## src/rtl/wbarbiter_n.sv

```systemverilog
// wbarbiter_n: N-master to 1-slave pipelined Wishbone arbiter with back-pressure and bus watchdog
// ports: i_clk/i_rst clock and sync reset; i_mcyc/i_mstb/i_mwe/i_madr/i_mdat/i_msel per-master requests,
// o_mstall/o_mack/o_merr per-master responses; o_cyc/o_stb/o_we/o_adr/o_dat/o_sel slave request,
// i_stall/i_ack/i_err slave responses
module wbarbiter_n #(
  parameter int NM = 4,
  parameter int AW = 19,
  parameter int DW = 32,
  parameter string METHOD = "ROUND_ROBIN",
  parameter int LGPEND = 4,
  parameter int TIMEOUT = 1023,
  parameter bit OPT_ZERO_ON_IDLE = 1'b0
) (
  input  logic                 i_clk,
  input  logic                 i_rst,
  input  logic [NM-1:0]        i_mcyc,
  input  logic [NM-1:0]        i_mstb,
  input  logic [NM-1:0]        i_mwe,
  input  logic [NM*AW-1:0]     i_madr,
  input  logic [NM*DW-1:0]     i_mdat,
  input  logic [NM*DW/8-1:0]   i_msel,
  output logic [NM-1:0]        o_mstall,
  output logic [NM-1:0]        o_mack,
  output logic [NM-1:0]        o_merr,
  output logic                 o_cyc,
  output logic                 o_stb,
  output logic                 o_we,
  output logic [AW-1:0]        o_adr,
  output logic [DW-1:0]        o_dat,
  output logic [DW/8-1:0]      o_sel,
  input  logic                 i_stall,
  input  logic                 i_ack,
  input  logic                 i_err
);
  localparam int OW = $clog2(NM);
  localparam int SW = DW / 8;
  localparam int TW = TIMEOUT > 1 ? $clog2(TIMEOUT) : 1;
  localparam bit RR = METHOD != "PRIORITY";
  localparam bit WD = TIMEOUT > 0;
  logic r_grant, r_abort, full, accept, busy, wd_err, live;
  logic [OW-1:0] r_owner, pick;
  logic [NM-1:0] own;
  logic [LGPEND-1:0] pending;
  logic [TW-1:0] timer;
  // i-th candidate in search order; RR starts just past the previous owner
  function automatic logic [OW-1:0] slot(input logic [OW-1:0] base, input int i);
    return OW'(RR ? (int'(base) + i) % NM : i - 1);
  endfunction
  // scan from the lowest-preference candidate up so the preferred one wins last
  always_comb begin
    pick = r_owner;
    for (int i = NM; i >= 1; i--)
      if (i_mcyc[slot(r_owner, i)]) pick = slot(r_owner, i);
  end
  always_comb begin
    own = r_grant ? NM'(1) << r_owner : '0;
    o_cyc = r_grant & i_mcyc[r_owner] & !r_abort;
    full = pending == '1;
    o_stb = o_cyc & i_mstb[r_owner] & !full;
    accept = o_stb & !i_stall;
    busy = (pending != '0) | (o_stb & i_stall);
    wd_err = WD && o_cyc && busy && timer == TW'(TIMEOUT - 1);
    live = OPT_ZERO_ON_IDLE ? o_cyc : 1'b1;
    o_we = live & i_mwe[r_owner];
    o_adr = live ? i_madr[int'(r_owner)*AW +: AW] : '0;
    o_dat = live ? i_mdat[int'(r_owner)*DW +: DW] : '0;
    o_sel = live ? i_msel[int'(r_owner)*SW +: SW] : '0;
    o_mstall = ~own | {NM{i_stall | full | r_abort}};
    o_mack = own & {NM{i_ack & o_cyc}};
    o_merr = own & {NM{(i_err & o_cyc) | wd_err}};
  end
  always_ff @(posedge i_clk) begin
    if (i_rst) begin
      r_grant <= 1'b0;
      r_owner <= '0;
      r_abort <= 1'b0;
      pending <= '0;
      timer <= '0;
    end else begin
      if (!r_grant) begin
        r_grant <= |i_mcyc;
        if (|i_mcyc) r_owner <= pick;
      end else if (!i_mcyc[r_owner]) begin
        r_grant <= 1'b0;
        r_abort <= 1'b0;
      end else if (wd_err) r_abort <= 1'b1;
      pending <= (!o_cyc || i_err || wd_err) ? '0 : pending + LGPEND'(accept) - LGPEND'(i_ack);
      timer <= (!WD || !o_cyc || i_ack || accept || !busy || wd_err) ? '0 : timer + TW'(1);
    end
  end
endmodule

```

## config.mk

```make
export PLATFORM = sky130hd
export DESIGN_NAME = wbarbiter_n
export DESIGN_NICKNAME = d
export VERILOG_FILES = /design/src/rtl/wbarbiter_n.sv
export SDC_FILE = /design/constraint.sdc
export NUM_CORES = 1
export LEC_CHECK = 0
export ABC_AREA = 1
export CAP_MARGIN = 10
export CORE_AREA = 2 2 118 120
export DETAILED_ROUTE_END_ITERATION = 7
export DIE_AREA = 0 0 120 122
export GPL_TIMING_DRIVEN = 0
export SYNTH_ARGS = -nofsm -noshare
export SYNTH_HDL_FRONTEND = slang
export SYNTH_SLANG_ARGS = --single-unit
```

## constraint.sdc

```tcl
create_clock -name i_clk -period 4.4 [get_ports i_clk]
set_input_delay 0.44 -clock i_clk [delete_from_list [all_inputs] [get_ports i_clk]]
set_output_delay 0.44 -clock i_clk [all_outputs]
set_load 0.02 [all_outputs]
```

=== After elaboration in Yosys (flattened, before gate mapping) ===
Cells that the tools add are included.

* Add/sub/neg operators: 7
* Multipliers: 1
* Magnitude comparators: 5
* Eq/ne operators: 3
* Shifts and indexed selects: 4
* Muxes and demuxes: 23
* Bitwise gates (word level): 17
* Reduce and logical (&&, ||, !) cells: 20

{| class="wikitable"
|+ Operators by type and width
! kind !! count
|-
| $shiftx 128x8->32 || 1
|-
| $shiftx 76x8->19 || 1
|-
| $shiftx 16x5->4 || 1
|-
| $lt 2x3->1 const B || 5
|-
| $bmux 1 s2 || 7
|-
| $mux 1 || 11
|-
| $add 10x1->10 const B || 1
|-
| $eq 10x10->1 const B || 1
|-
| $and 1x1->1 || 8
|-
| $and 4x4->4 || 2
|-
| $mux 2 || 4
|-
| $reduce_bool 4->1 || 2
|-
| $mul 2x5->7 const B || 1
|-
| $logic_or 1x1->1 || 6
|-
| $logic_not 1->1 || 5
|-
| $add 2x1->2 const B || 2
|-
| $add 2x2->2 const B || 2
|-
| $add 4x1->4 || 1
|-
| $eq 4x4->1 const B || 1
|-
| $mux 4 || 1
|-
| $not 4->4 || 1
|-
| $or 1x1->1 || 4
|-
| $or 4x4->4 || 1
|-
| $reduce_or 2->1 || 2
|-
| 8 further kinds || 9
|}

* Flip-flop bits (word level): 18
* Word-level logic and storage cells: 85

=== Depth between registers and ports, before layout ===
Gate-level depths: netlist of run 1.

* Depth after elaboration: 12
* Depth in mapped cells: 14
* Depth with buffers taken out: 14

=== Least setup slack after synthesis of run 1 ===
No wires, ideal clock.

* Path type: reg-to-output
* From: reg r_owner[0]
* To: out o_merr[0]
* Arrival time: 1600 ps
* Required time: 3960 ps
* Slack: 2360 ps
* Cell stages (with the launch flop): 7
* Path buffers: 2
* Cells stage by stage: dfxtp_1 inv_2 buf_2 clkbuf_1 ha_1 nand2_1 a21oi_1

* Word-level cells in the longest chain between the ends: 12
* Elaborated cells on any way between the ends: 17
* Classes of those cells: shift: 1; mux: 5; bitwise: 9; reduce/logical: 2

{| class="wikitable"
|+ RTL lines
! item !! RTL line !! RTL
|-
| start, declared || 41 || <nowiki>logic [OW-1:0] r_owner, pick;</nowiki>
|-
| start signal, assigned || 82 || <nowiki>if (|i_mcyc) r_owner <= pick;</nowiki>
|-
| $bmux 1 s2 || 57 || <nowiki>o_cyc = r_grant & i_mcyc[r_owner] & !r_abort;</nowiki>
|-
| $mux 1 (implied by the code) || 57 ||
|-
| $and 1x1->1 (2 in series) || 57 ||
|-
| $and 1x1->1 (2 in series) || 59 || <nowiki>o_stb = o_cyc & i_mstb[r_owner] & !full;</nowiki>
|-
| $and 1x1->1 || 61 || <nowiki>busy = (pending != '0) | (o_stb & i_stall);</nowiki>
|-
| $or 1x1->1 || 61 ||
|-
| $logic_and 1x1->1 (2 in series) || 62 || <nowiki>wd_err = WD && o_cyc && busy && timer == TW'(TIMEOUT - 1);</nowiki>
|-
| $or 1x1->1 || 70 || <nowiki>o_merr = own & {NM{(i_err & o_cyc) | wd_err}};</nowiki>
|-
| $and 4x4->4 (*) || 70 ||
|-
| end, declared || 24 || <nowiki>output logic [NM-1:0] o_merr,</nowiki>
|}

Every way passes the cells marked *; elsewhere a longest branch is shown, timed or not. The select of a mux whose other input is x is not followed.

=== Worst setup path after layout of run 1 ===
Same ends and word-level chain as after synthesis.

==> flow_summary.yaml, run 1 <==
yosys:
  yosysMostFrequentCell: "nor2_1"
  synthTopCellsByArea: "o21ai_0, nor2_1, dfxtp_1"
  ys_top_cells_by_count: "nor2_1, o21ai_0, o22ai_1, nand2_1, clkbuf_1"
  synth-seq-cells: 18
  async_reset_ff_frac: 0
  synth_top_cell_area_share: 0.200
  synth_top_area_cell: "o21ai_0"
  yosysWarnings: 0
  synth_edf_count: 0
  syn_inst: 505
  synth.net_count: 755
  synth.avg_cell_area_um2: 5.64
  seq_area_frac_synth: 0.126
  synth_ff_type: "dfxtp_1"
  syn_area_mm2: 0.00285
  ys_types: 29
sta:
  finalCritPeriodShare: 0.734
  tightest_slew_ns: 0.561
  tns_ns: 0
  finClkSkew_ns: 0.00121
  hold_viol_final: 0
  finalSetupViolCount: 0
  slew_headroom: 0.626
  fin_crit_ns: 3.23
  rsz0062_at_grt: "false"
  fmax_ghz: 0.310
  report.final.slew_viol_count: 0
clock_tree:
  path_clk_slew_ns: 0.05
  insertion_delay_ns: 0.24
  cts_sinks: 18
  cts_buffer_depth: 2
  cts_inserted_buffers: 3
  hold_buffers: 0
  cts-root-buf: "clkbuf_16"
  cts_tree: "done"
  htree_levels: 1
  cts_setup_buffers: 0
  cts_repair_resize_count: 0
detailed_routing:
  vias: 4805
  viasPerCell: 4.83
  drt_first_pass_iters: 4
  wl_um: 17200
  drc: 0
  first_iter_violations: 234
  antenna_left: 0
  wl_per_cell_um: 17.2
floorplan:
  die_h_um: 122
  start_util: 0.211
  io_pins: 307
  core_mm2: 0.0135
  die_w_um: 120
  placementRows: 43
  dieArea_mm2: 0.0146
critical_path:
  path_buf_inv: 4
  crit_path_start_kind: "register"
  cp_max_fo: 11
  worst-endpoint-arrival_ns: 2.79
  slowest_stage: "clkdlybuf4s50_1"
  cp_data_required_time_ns: 3.96
  crit_path_end_kind: "output pin"
  worstSetupPathType: "reg -> out"
  max_stage_delay_ns: 0.62
  critical_path.top_delay_family: "buffers and inverters"
  crit_chain: "inv_2 > buf_2 > clkbuf_1 > ha_1 > nand2_1 > a21oi_1 > clkdlybuf4s50_1"
run:
  drv_cap: 0
grt:
  antenna_found_initial: 1
  grt_max_degree: 12
  grt_remaining_overflow: 0
  grt_pass1_wl_um: 26200
  grt_use_total: 0.225
  grt_pass1_vias: 4875
cells_and_area:
  drive_above_1_share: 0.0381
  syn_to_final_growth_pct: 118
  register_area_um2: 360
  instances_no_fill: 995
  fillers: 1436
  fin_nets: 1066
  multi_input_comb_area_mm2: 0.00221
placed_design:
  dp.cells: 991
  dp_hpwl_um: 14400
  gp_congestion: 0.891
  portBuffers: 306
status:
  status: "complete, no violations"
power_and_ir_drop:
  p_leak_uw: 0.00232
  ir_drop_v: 0.000218
  p_per_area_mw_per_mm2: 521
worst_hold_path:
  hold_class: "reg -> reg"
[routing by layer]
| metal | up-vias | track usage | share of wire |
|---|---|---|---|
| li1 | 2363 | - | - |
| met1 | 2215 | 0.269 | 0.41 |
| met2 | 199 | 0.410 | 0.51 |
| met3 | 26 | 0.0506 | 0.067 |
| met4 | 2 | 0.0471 | 0.017 |
| met5 | - | 0 | 0.00076 |
[logic make-up after synthesis]
kind of cell / share of synthesized area
and+or+nand+nor: 0.347
DFF: 0.126
buffers and inverters: 0.0971
adders and majority gates: 0.0597
xor gates and xnor gates: 0.0277
AOI/OAI and AO/OA: 0.343
[flip-flops by register name, summed over array words and instances, names as in the netlist]
name / flops
r_grant: 1
pending: 4
timer: 10
r_owner: 2
r_abort: 1
[where the power goes]
| group | leakage [uW] | internal [uW] | switching, uW | total, uW |
|---|---|---|---|---|
| clock network | 0.0000370 | 119 | 56.6 | 176 |
| registers | 0.000146 | 177 | 28.4 | 205 |
| logic | 0.00214 | 1200 | 1650 | 2850 |
[metrics by stage]
step | instance area (um2) | total power, uW | setup WS (ns) | hold slack [ns] | utilization
6_report | 6210 | 3240 | 1.17 | 0.475 | 0.460
5_1_grt | 6210 | 3480 | 0.957 | 0.506 | 0.460
4_1_cts | 6210 | 3250 | 1.16 | 0.476 | 0.460
3_5_place_dp | 6140 | 3050 | 1.42 | 0.469 | 0.454
3_3_place_gp | 6140 | 3030 | 1.43 | 0.469 | 0.454
2_1_floorplan | 2850 | 1720 | 2.36 | 0.452 | -
[cells in the final DEF (no fill, tap or decap), drive strengths merged]
cell	Yosys	final
a21oi	8	8
a31oi	1	1
and2	1	1
buf	8	8
clkbuf	30	33
clkdlybuf4s50	0	306
dfxtp	18	18
diode	0	1
fa	1	1
ha	12	12
inv	30	30
nand2	46	46
nand3	22	22
nand4	2	2
nor2	129	129
nor3	13	13
nor3b	2	2
nor4	1	1
o21ai	115	115
o22ai	56	56
or2	1	1
xnor2	5	5
xor2	4	4
[cell type report]
class / instances / area share
diodes: 1 / 0.000403
multi-input cells: 419 / 0.356
well taps: 180 / 0.0362
plain buffers: 38 / 0.0264
flip-flops and latches: 18 / 0.0580
repair buffers: 306 / 0.493
clock buffers: 3 / 0.0121
inverters: 30 / 0.0181
[worst register-to-register path, delay by kind of cell (launching register included)]
kind                     cells  cell delay [ns]
AND/OR/NAND/NOR              5             0.47
buffers and inverters        4             1.05
adder cells (fa/ha/maj)      1             0.36
flip-flops                   1             0.43
[worst paths after layout]
| check | cells past startpoint | to | slack [ns] | startpoint |
|---|---|---|---|---|
| hold reg to reg | 2 | r_abort | 0.48 | r_abort |
| setup / recovery | 7 | o_merr[0] | 1.17 | r_owner[0] |
| hold / removal | 2 | r_abort | 0.48 | r_abort |
| setup reg to reg | 10 | r_owner[0] | 2.04 | r_owner[0] |
Note: power is estimated with default switching activity, not from simulation.
==> run 2: changes to the inputs <==
--- a/config.mk
+++ b/config.mk
@@ -11,6 +11,7 @@
 export DETAILED_ROUTE_END_ITERATION = 7
 export DIE_AREA = 0 0 120 122
 export GPL_TIMING_DRIVEN = 0
+export PLACE_DENSITY = 0.66
 export SYNTH_ARGS = -nofsm -noshare
 export SYNTH_HDL_FRONTEND = slang
 export SYNTH_SLANG_ARGS = --single-unit
==> constraint.sdc (replaced) <==
create_clock -name i_clk -period 2.8 [get_ports i_clk]
set_input_delay 0.28 -clock i_clk [delete_from_list [all_inputs] [get_ports i_clk]]
set_output_delay 0.28 -clock i_clk [all_outputs]
set_load 0.02 [all_outputs]
==> run 2 against run 1 <==
Cell count fell by 0.20%. Sequential share of layout area barely moved. Power rose by 58%. Clock skew rose by 0.0010 ns. Non-clock buffer count fell by 3. First-iteration DRC count fell by 28%. Largest power group unchanged.
==> flow_summary.yaml, run 2 (same netlist as run 1, synthesis figures left out) <==
status:
  status: "complete, no violations"
sta:
  tightest_slew_ns: 0.552
  report.final.slew_viol_count: 0
  tns_ns: 0
  rsz0062_at_grt: "false"
  worst_slack_ns: 0.165
  finalSetupViolCount: 0
  finClkSkew_ns: 0.00224
  fmax_ghz: 0.380
  slew_headroom: 0.629
  hold_viol_final: 0
  finalCritPeriodShare: 0.941
  fin_crit_ns: 2.63
critical_path:
  cp_data_required_time_ns: 2.52
  worstSetupPathType: "reg -> out"
  crit_chain: "nand2_1 > nor2_1 > nor3b_1 > nand3_2 > a21oi_1 > clkdlybuf4s50_1"
  rr_endpoint: "pending[2]"
  rr_startpoint: "r_owner[0]"
  cp_max_fo: 6
  rr_worst_depth: 11
  slowest_stage: "clkdlybuf4s50_1"
  endpoint: "o_merr[2]"
  r2r_slack_ns: 0.72
  worst-endpoint-arrival_ns: 2.35
  crit_path_end_kind: "output pin"
  startpoint: "timer[5]"
  crit_path_start_kind: "register"
  max_stage_delay_ns: 0.62
detailed_routing:
  drt_first_pass_iters: 5
  wl_met1_um: 6460
  met2_length_um: 8090
  vias: 4602
  wl_um: 16200
  viasPerCell: 4.63
  first_iter_violations: 169
  antenna_left: 0
  routed.top_layer: "met4"
  drc: 0
  dr_wl_met3_um: 1210
  wl_per_cell_um: 16.3
placed_design:
  place_ws_ns: -0.0404
  gp_congestion: 0.857
  dp.cells: 991
  placed_cell_area_mm2: 0.00614
  portBuffers: 306
  dp_hpwl_um: 13600
grt:
  grt_remaining_overflow: 0
  antenna_found_initial: 1
  grt_max_degree: 20
  grt_use_total: 0.210
  grt_pass1_wl_um: 24400
  grt_pass1_vias: 4542
clock_tree:
  cts_repair_resize_count: 16
  path_clk_slew_ns: 0.05
  cts_buffer_depth: 2
  cts_setup_buffers: 0
  cts-root-buf: "clkbuf_16"
  hold_buffers: 0
  cts_tree: "done"
  htree_levels: 1
  cts_inserted_buffers: 3
  cts_sinks: 18
  insertion_delay_ns: 0.25
floorplan:
  die_h_um: 122
  placementRows: 43
  start_util: 0.211
  core_mm2: 0.0135
  die_w_um: 120
  dieArea_mm2: 0.0146
  io_pins: 307
cells_and_area:
  reg.largest.list: "timer: 10 flops, pending: 4 flops, r_owner: 2 flops"
  syn_to_final_growth_pct: 119
  fin_nets: 1063
  final_common_cell: "clkdlybuf4s50_1"
  multi_input_comb_area_mm2: 0.00221
  regMostFlops: "timer"
  fin_area_mm2: 0.00624
  fillers: 1405
  largest_reg_flops: 10
  instances_no_fill: 993
  drive_above_1_share: 0.0591
  register_area_um2: 363
  layout_common_cells: "clkdlybuf4s50_1, nor2_1, o21ai_0, o22ai_1, nand2_1"
run:
  drv_cap: 0
power_and_ir_drop:
  p_per_area_mw_per_mm2: 819
  p_leak_uw: 0.00237
  ir_drop_v: 0.000356
worst_hold_path:
  hold_class: "reg -> reg"
## run 2: routing by layer
layer  vias to the layer above  track usage
met4                         0       0.0500
met2                       192        0.380
li1                       2363            -
met1                      2017        0.250
met5                         -            0
met3                        30       0.0478
## run 2: critical path: cells and delay by family, from the launching register on
kind                   cells  cell delay, ns
buffers and inverters      1            0.62
flip-flops                 1            0.42
AND/OR/NAND/NOR            4            0.90
AO/OA/AOI/OAI              1            0.17
## run 2: area by class of cell
class                   count  share of cell area
flip-flops and latches     18              0.0581
well taps                 180              0.0361
multi-input cells         419               0.354
plain buffers              35              0.0283
inverters                  30              0.0180
repair buffers            306               0.490
clock buffers               4              0.0142
diodes                      1            0.000401
## run 2: where the power goes
group	internal, uW	switching (uW)	leakage (uW)	total (uW)
Sequential	281	45.1	0.000147	326
Clock	218	102	0.0000442	320
Combinational	1900	2570	0.00218	4470
## run 2: worst min path at each step
| stage | from | to | slack (ns) | cells after the start |
|---|---|---|---|---|
| finish | r_abort | r_abort | 0.49 | 2 |
| global route | r_abort | r_abort | 0.51 | 2 |
| CTS | r_abort | r_abort | 0.49 | 2 |
| detailed placement | r_abort | r_abort | 0.48 | 2 |
| global placement | r_abort | r_abort | 0.47 | 2 |
| floorplan | i_rst | r_owner[0] | 0.44 | 3 |
## run 2: through the flow
step	hold WS (ns)	util	total power, uW
after floorplan	0.445	-	2700
after global placement	0.469	0.454	4800
after detailed placement	0.478	0.454	4800
after CTS	0.491	0.462	5150
after global routing	0.511	0.462	5470
final	0.493	0.462	5110
==> run 3: changes to the inputs <==
--- a/config.mk
+++ b/config.mk
@@ -11,6 +11,7 @@
 export DETAILED_ROUTE_END_ITERATION = 7
 export DIE_AREA = 0 0 120 122
 export GPL_TIMING_DRIVEN = 0
+export MAX_ROUTING_LAYER = met4
 export PLACE_DENSITY = 0.66
 export SYNTH_ARGS = -nofsm -noshare
 export SYNTH_HDL_FRONTEND = slang
==> run 3 against run 2 <==
Clock skew hardly changed. Core utilization stayed put. Non-clock buffer count did not move. Power is 0.13% lower. Global-route usage increased by 0.63 points. Critical path depth unchanged. Hold slack gained 0.0031 ns. Clock power about the same. First-iteration DRC count increased by 13%. Critical endpoint unchanged. Largest cell class unchanged. Largest power group unchanged.
==> flow_summary.yaml, run 3 (same netlist as run 1, synthesis figures left out) <==
sta:
  finalCritPeriodShare: 0.941
  holdWs_ns: 0.496
  finClkSkew_ns: 0.00185
  report.final.slew_viol_count: 0
  slew_headroom: 0.632
  fin_crit_ns: 2.64
  rsz0062_at_grt: "false"
  fmax_ghz: 0.379
  tightest_slew_ns: 0.548
  finalSetupViolCount: 0
  worst_slack_ns: 0.165
  hold_viol_final: 0
placed_design:
  gp_congestion: 0.871
  dp_hpwl_um: 13600
  place_ws_ns: -0.0404
  portBuffers: 306
critical_path:
  crit_chain: "nand2_1 > nor2_1 > nor3b_1 > nand3_2 > a21oi_1 > clkdlybuf4s50_1"
  worstSetupPathType: "reg -> out"
  max_stage_delay_ns: 0.62
  crit_path_end_kind: "output pin"
  worst-endpoint-arrival_ns: 2.36
  cp_max_fo: 6
  rr_startpoint: "r_owner[0]"
  slowest_stage: "clkdlybuf4s50_1"
  cp_data_required_time_ns: 2.52
  startpoint: "timer[5]"
  crit_path_start_kind: "register"
clock_tree:
  cts_inserted_buffers: 3
  htree_levels: 1
  cts-root-buf: "clkbuf_16"
  insertion_delay_ns: 0.25
  cts_tree: "done"
  cts_sinks: 18
  cts_setup_buffers: 0
  path_clk_slew_ns: 0.05
  cts_buffer_depth: 2
worst_hold_path:
  holdCritStartpoint: "r_abort"
  hold_class: "reg -> reg"
grt:
  grt_pass1_vias: 4550
  antenna_found_initial: 1
  grt_remaining_overflow: 0
  grt_use_total: 0.216
  grt_max_degree: 20
  grt_pass1_wl_um: 24400
floorplan:
  start_util: 0.211
  core_mm2: 0.0135
  die_w_um: 120
  placementRows: 43
  io_pins: 307
  dieArea_mm2: 0.0146
  die_h_um: 122
cells_and_area:
  regMostFlops: "timer"
  drive_above_1_share: 0.0591
  syn_to_final_growth_pct: 119
  final_common_cell: "clkdlybuf4s50_1"
  reg.largest.list: "timer: 10 flops, pending: 4 flops, r_owner: 2 flops"
  largest_reg_flops: 10
  fillers: 1405
  layout_common_cells: "clkdlybuf4s50_1, nor2_1, o21ai_0, o22ai_1, nand2_1"
  fin_nets: 1063
  register_area_um2: 363
  multi_input_comb_area_mm2: 0.00221
detailed_routing:
  first_iter_violations: 191
  vias: 4620
  antenna_left: 0
  wl_per_cell_um: 16.3
  wl_um: 16100
  drc: 0
  viasPerCell: 4.65
  drt_first_pass_iters: 4
power_and_ir_drop:
  ir_drop_v: 0.000357
  p_per_area_mw_per_mm2: 818
  p_leak_uw: 0.00237
run:
  drv_cap: 0
status:
  status: "complete, no violations"
## run 3: cell counts in the layout (fill, tap and decap cells not counted)
No cell type changed its count.
## run 3: routing by layer
layer / up-vias / GRT usage / share of wire
met4: 0 / 0.0515 / 0.023
met1: 2050 / 0.256 / 0.41
met5: - / - / 0
met2: 182 / 0.378 / 0.50
li1: 2361 / - / -
met3: 27 / 0.0393 / 0.069
## run 3: final cells by class
cell class                 count  area share
clock buffer                   4      0.0142
buffer                        35      0.0283
timing repair buffer         306       0.490
multi-input combinational    419       0.354
antenna                        1    0.000401
sequential                    18      0.0581
inverter                      30      0.0180
tap                          180      0.0361
## run 3: report_power, final
part	internal [uW]	leakage, uW	switching (uW)	total, uW
Combinational	1900	0.00218	2560	4460
Clock	217	0.0000442	101	319
Sequential	281	0.000147	46.5	328
## run 3: final timing paths
| kind | to | slack (ns) | depth (start not counted) |
|---|---|---|---|
| worst max-delay path | o_merr[2] | 0.16 | 6 |
| worst min-delay path | r_abort | 0.50 | 2 |
| worst max register to register | pending[2] | 0.71 | 11 |
| worst min register to register | r_abort | 0.50 | 2 |
## run 3: worst max-delay path: cells and delay by family, from the launching register on
kind	cells	cell delay (ns)
AND/OR/NAND/NOR	4	0.90
buffers and inverters	1	0.62
flip-flops	1	0.42
AO/OA/AOI/OAI	1	0.18
## run 3: what timing repair did
item,4_1_cts,5_1_grt
hold buffers,0,0
gates resized for setup,16,10
pin swaps,0,0
setup endpoints to repair,55,28
## run 3: through the flow
step	util	area [um2]	std cells	TNS (ns)	total power [uW]
after global routing	0.462	6240	993	0	5470
after CTS	0.462	6240	994	0	5150
after global placement	0.454	6140	991	0	4800
final	0.462	6240	993	0	5110
after detailed placement	0.454	6140	991	-0.0435	4800
after floorplan	-	2850	505	0	2700
